File: src/rtl/dual_fetch_unit.sv
`default_nettype none
// +------------------------------------------------------------------------+
// | dual_fetch_unit                                                        |
// | Dual-issue fetch stage driving a 2-port sync ROM and the F/D register. |
// | Revision: 1.0                                                          |
// +------------------------------------------------------------------------+
module dual_fetch_unit #(
  parameter logic [31:0] RESET_PC = 32'h0000_0000,
  parameter int          IMEM_AW  = 12,
  parameter logic [4:0]  HALT_OP  = 5'b11111
) (
  input  logic               clk_i,
  input  logic               rst_ni,
  input  logic               stall_i,
  input  logic               issue_one_i,
  input  logic               redirect_i,
  input  logic [31:0]        redirect_pc_i,
  output logic [IMEM_AW-1:0] imem_addr_top_o,
  output logic [IMEM_AW-1:0] imem_addr_bot_o,
  input  logic [31:0]        imem_data_top_i,
  input  logic [31:0]        imem_data_bot_i,
  output logic [31:0]        pc_out_top_o,
  output logic [31:0]        pc_out_bot_o,
  output logic [31:0]        instr_out_top_o,
  output logic [31:0]        instr_out_bot_o,
  output logic               f_we_o,
  output logic [31:0]        fetch_count_o
);

  localparam logic [1:0] S_BOOT   = 2'd0;
  localparam logic [1:0] S_RUN    = 2'd1;
  localparam logic [1:0] S_HALTED = 2'd2;

  localparam logic [IMEM_AW-1:0] ADDR_ONE = IMEM_AW'(1);

  logic [1:0]  fsm_q, fsm_d;
  logic [31:0] inflight_pc_q, inflight_pc_d;
  logic [31:0] fetch_count_q, fetch_count_d;

  logic pair_valid;
  logic consume;
  logic top_halt;
  logic bot_halt;

  assign pair_valid = (fsm_q == S_RUN) & ~redirect_i;
  assign consume    = pair_valid & ~stall_i;
  assign top_halt   = (imem_data_top_i[31:27] == HALT_OP);
  assign bot_halt   = (imem_data_bot_i[31:27] == HALT_OP);

  always_comb begin
    inflight_pc_d = inflight_pc_q;
    fsm_d         = fsm_q;
    fetch_count_d = fetch_count_q;
    if (redirect_i) begin
      inflight_pc_d = redirect_pc_i;
      fsm_d         = S_RUN;
    end else begin
      case (fsm_q)
        S_BOOT: begin
          inflight_pc_d = RESET_PC;
          fsm_d         = S_RUN;
        end
        S_RUN: begin
          if (!stall_i) begin
            inflight_pc_d = issue_one_i ? (inflight_pc_q + 32'd1) : (inflight_pc_q + 32'd2);
            // A top HALT retires alone; a bot HALT only retires with the full pair.
            if (top_halt) begin
              fetch_count_d = fetch_count_q + 32'd1;
              fsm_d         = S_HALTED;
            end else if (issue_one_i) begin
              fetch_count_d = fetch_count_q + 32'd1;
            end else begin
              fetch_count_d = fetch_count_q + 32'd2;
              if (bot_halt) begin
                fsm_d = S_HALTED;
              end
            end
          end
        end
        S_HALTED: begin
          inflight_pc_d = inflight_pc_q;
        end
        default: begin
          inflight_pc_d = RESET_PC;
          fsm_d         = S_BOOT;
        end
      endcase
    end
  end

  always_ff @(posedge clk_i or negedge rst_ni) begin
    if (!rst_ni) begin
      fsm_q         <= S_BOOT;
      inflight_pc_q <= RESET_PC;
      fetch_count_q <= 32'd0;
    end else begin
      fsm_q         <= fsm_d;
      inflight_pc_q <= inflight_pc_d;
      fetch_count_q <= fetch_count_d;
    end
  end

  assign imem_addr_top_o = inflight_pc_d[IMEM_AW-1:0];
  assign imem_addr_bot_o = inflight_pc_d[IMEM_AW-1:0] + ADDR_ONE;

  assign pc_out_top_o    = inflight_pc_q;
  assign pc_out_bot_o    = inflight_pc_q + 32'd1;
  assign instr_out_top_o = pair_valid ? imem_data_top_i : 32'd0;
  assign instr_out_bot_o = (pair_valid & ~(consume & top_halt)) ? imem_data_bot_i : 32'd0;
  // Redirect is masked while in reset so the reset-time enable is just ~stall.
  assign f_we_o          = ~stall_i | (redirect_i & rst_ni);
  assign fetch_count_o   = fetch_count_q;

endmodule
`default_nettype wire

File: config.mk
export PLATFORM = sky130hd
export DESIGN_NAME = dual_fetch_unit
export DESIGN_NICKNAME = d
export VERILOG_FILES = /design/src/rtl/dual_fetch_unit.sv
export SDC_FILE = /design/constraint.sdc
export NUM_CORES = 1
export LEC_CHECK = 0
export BUFFER_PORTS_ARGS = -buffer_cell sky130_fd_sc_hd__buf_2
export CAP_MARGIN = 20
export CORE_MARGIN = 2
export CORE_UTILIZATION = 47
export CTS_BUF_LIST = sky130_fd_sc_hd__clkbuf_4
export DETAILED_ROUTE_END_ITERATION = 6
export PLACE_DENSITY = 0.83
export SLEW_MARGIN = 15
export SYNTH_ARGS = -nofsm -noshare
export SYNTH_HDL_FRONTEND = slang
export SYNTH_SLANG_ARGS = --single-unit
File: constraint.sdc
create_clock -name clk_i -period 4.02 [get_ports clk_i]
set_input_delay 0.804 -clock clk_i [delete_from_list [all_inputs] [get_ports clk_i]]
set_output_delay 0.804 -clock clk_i [all_outputs]
set_load 0.1 [all_outputs]
==> results.py <==
metrics = {
    "status": {
        "status": "complete, no violations",
    },
    "detailed_routing": {
        "top_layer": "met4",
        "drt-met1-wl_um": 7380,
        "drt-initial-drc-count": 614,
        "totalWireLength_um": 18920,
        "num_vias": 6015,
        "ant_nets": 0,
        "viasPerCell": 5.669,
        "drt_pass1_iterations": 5,
        "drcViolationCount": 0,
        "met2_length_um": 9631,
        "wl_per_cell_um": 17.83,
        "met3_length_um": 1422,
    },
    "flow_run": {
        "cap_violations": 0,
    },
    "timing": {
        "skew_ns": 0.01612,
        "hold_violations": 0,
        "period_share_pct": 96.72,
        "finalSetupViolations": 0,
        "drv_slew": 0,
        "rsz0062_at_grt": "false",
        "fin_crit_ns": 3.888,
        "worstMarginPinSlew_ns": 0.8642,
        "fmax_mhz": 257.2,
        "slew_headroom_pct": 42.24,
        "fin_hold_ws_ns": 0.4709,
        "worst_slack_ns": 0.1317,
    },
    "floorplan": {
        "fp.coreArea_um2": 10980,
        "die_w_um": 110.6,
        "io_pins": 286,
        "die_h_um": 110.6,
        "die-area_um2": 12230,
        "start_util_pct": 48.62,
        "placementRows": 38,
    },
    "logic_synthesis": {
        "async_flop_share_pct": 100.0,
        "ys_warn_count": 0,
        "synth_area_um2": 5340,
        "synth_area_per_cell_um2": 8.153,
        "synth_edf_count": 0,
        "synth-seq-cells": 66,
        "postSynthCellCount": 655,
        "yosysMostFrequentCell": "and2_1",
        "synth.area.top_cells": "dfrtp_1 31%, and2_1 8.2%, xnor2_1 7.5%, nand2_1 4.8%, o21ai_0 3.8%",
        "ys.flop_type": "dfrtp_1",
        "yosysTopAreaCell": "dfrtp_1",
        "synth.distinct_cells": 78,
        "syn_nets": 765,
        "yosys.area.top_type_share_pct": 30.93,
        "yosysSeqAreaShare_pct": 30.93,
        "netlist_top_cells_count": "70 x and2_1, 68 x nand2_1, 66 x dfrtp_1, 48 x nor2_1, 46 x xnor2_1",
    },
    "worst_setup_path": {
        "critical_path.max_fanout": 5,
        "crit_arrival_ns": 3.08,
        "worstPathRequired_ns": 3.22,
        "crit_type": "reg2out",
        "critPathCaptureType": "output port",
        "worstSetupStartpointType": "flop",
    },
    "placement": {
        "dp_slack_ns": 0.2067,
        "place.gp.congestion": 0.9782,
        "dp_hpwl_um": 14740,
        "portBuffers": 285,
        "dpl.cell_count": 1040,
    },
    "global_routing": {
        "grt_usage_pct": 29.87,
        "grt_max_degree": 67,
        "grt_overflow": 0,
        "antenna_found_initial": 1,
        "grt_first_pass_wirelength_um": 30110,
        "grt_pass1_vias": 5757,
    },
    "cts": {
        "cts_tree": "yes",
        "cts_sinks": 66,
        "cts_buffers": 9,
        "cts-root-buf": "clkbuf_4",
        "cts_max_path_buffers": 2,
        "cts_hold_buf": 0,
        "clk_pin_slew_ns": 0.13,
        "clkLatencyLatePin_ns": 0.42,
        "htree_levels": 3,
    },
    "layout": {
        "layout.cells.non_filler": 1061,
        "layout.nets": 1025,
        "layout-drive-gt1-share_pct": 43.37,
        "fin_util_pct": 72.64,
        "n_fill_cell": 830,
        "syn_to_final_growth_pct": 49.39,
    },
    "power": {
        "ir_drop_mv": 0.6885,
        "power.leakage_nw": 3.886,
        "powerDensity_nw_per_um2": 726.5,
    },
    "min_path": {
        "hp-class": "reg2reg",
    },
}
-- logic make-up (layout without fill, tap and decap cells) --
kind of cell    Yosys count  count (layout)  share of synthesized area, %
flops                    66              66                         30.93
compound gates          121             121                         14.60
mux                       4               4                        0.8668
xor+xnor                 68              68                         11.15
other cells               0               1                             0
buf+inv                  70             335                         6.584
simple gates            317             317                         33.76
fa+ha+maj                 9               9                         2.109
-- path summary, 6_finish.rpt --
| kind | start | endpoint | slack (ns) | depth (start not counted) |
|---|---|---|---|---|
| min in group asynchronous | rst_ni | fetch_count_o[3]$_DFFE_PN0P_ | 0.61 | 2 |
| min reg2reg | fetch_count_o[31]$_DFFE_PN0P_ | fetch_count_o[31]$_DFFE_PN0P_ | 0.47 | 1 |
| max reg2reg | fsm_q[1]$_DFFE_PN0P_ | fetch_count_o[29]$_DFFE_PN0P_ | 1.42 | 9 |
| max | fsm_q[0]$_DFFE_PN0P_ | imem_addr_bot_o[8] | 0.13 | 11 |
| min | fetch_count_o[31]$_DFFE_PN0P_ | fetch_count_o[31]$_DFFE_PN0P_ | 0.47 | 1 |
| max in group asynchronous | rst_ni | pc_out_top_o[0]$_DFF_PN0_ | 2.76 | 2 |
-- layout by cell type, fill, tap and decap left out, types with 11 or more instances in the layout --
master / count
buf_12: 41
nor2_1: 44
dfrtp_1: 61
xor2_1: 14
buf_4: 20
nand3_1: 25
inv_1: 11
nand4_1: 26
xnor2_2: 11
xnor2_1: 28
and3_1: 11
buf_2: 244
and2_1: 70
nor3_1: 12
nand2_1: 67
o21ai_0: 39
a21oi_1: 29
-- routing by layer --
layer | global-route usage, % | vias up
met5 | 0 | -
met4 | 10.00 | 0
met3 | 5.159 | 41
met2 | 52.60 | 323
met1 | 36.99 | 2859
li1 | - | 2792
-- per-stage QoR --
step / TNS, ns / power (mW) / area, µm²
detailed placement: 0 / 5.194 / 7731
finish: 0 / 5.796 / 7978
global route: 0 / 5.979 / 7978
global placement: 0 / 5.159 / 7731
floorplan: -1.226 / 4.342 / 5697
CTS: 0 / 5.755 / 7933
-- critical path, cell delays in order (launching register included) --
cell and delay, ns:
dfrtp_1 0.45, inv_1 0.17, ha_2 0.27, and3b_1 0.30, a22oi_1 0.10, o31a_1 0.20
nor2_1 0.18, buf_4 0.15, and3_4 0.23, nand4_1 0.20, xnor2_4 0.24, buf_12 0.19
-- report_power, final --
group / internal [mW] / total (mW) / switching [mW]
Sequential: 0.768 / 1.00 / 0.236
Combinational: 0.930 / 4.25 / 3.32
Clock: 0.258 / 0.546 / 0.288
Total: 1.96 / 5.80 / 3.84
-- cell type report --
cell class	instances	area, µm²	area share, %
clock buffer	9	67.56	0.8469
timing repair buffer	305	2192	27.48
inverter	14	58.81	0.7371
clock inverter	7	100.1	1.255
antenna	1	2.502	0.03137
tap	140	175.2	2.196
multi-input combinational	519	3721	46.64
sequential	66	1660	20.81
-- sequential cells by signal (all words and copies together) (netlist names) --
register       flops
pc_out_top_o      32
fsm_q              2
fetch_count_o     32
-- repair_timing --
item | 4_1_cts | 5_1_grt
endpoints found under the setup margin | 2 | 8
resized for setup | 2 | 9
endpoints found under the hold margin | 0 | 0
pin swaps | 1 | 2
buffers inserted | 4 | 0
No activity file was read; power rests on OpenSTA's default activity.
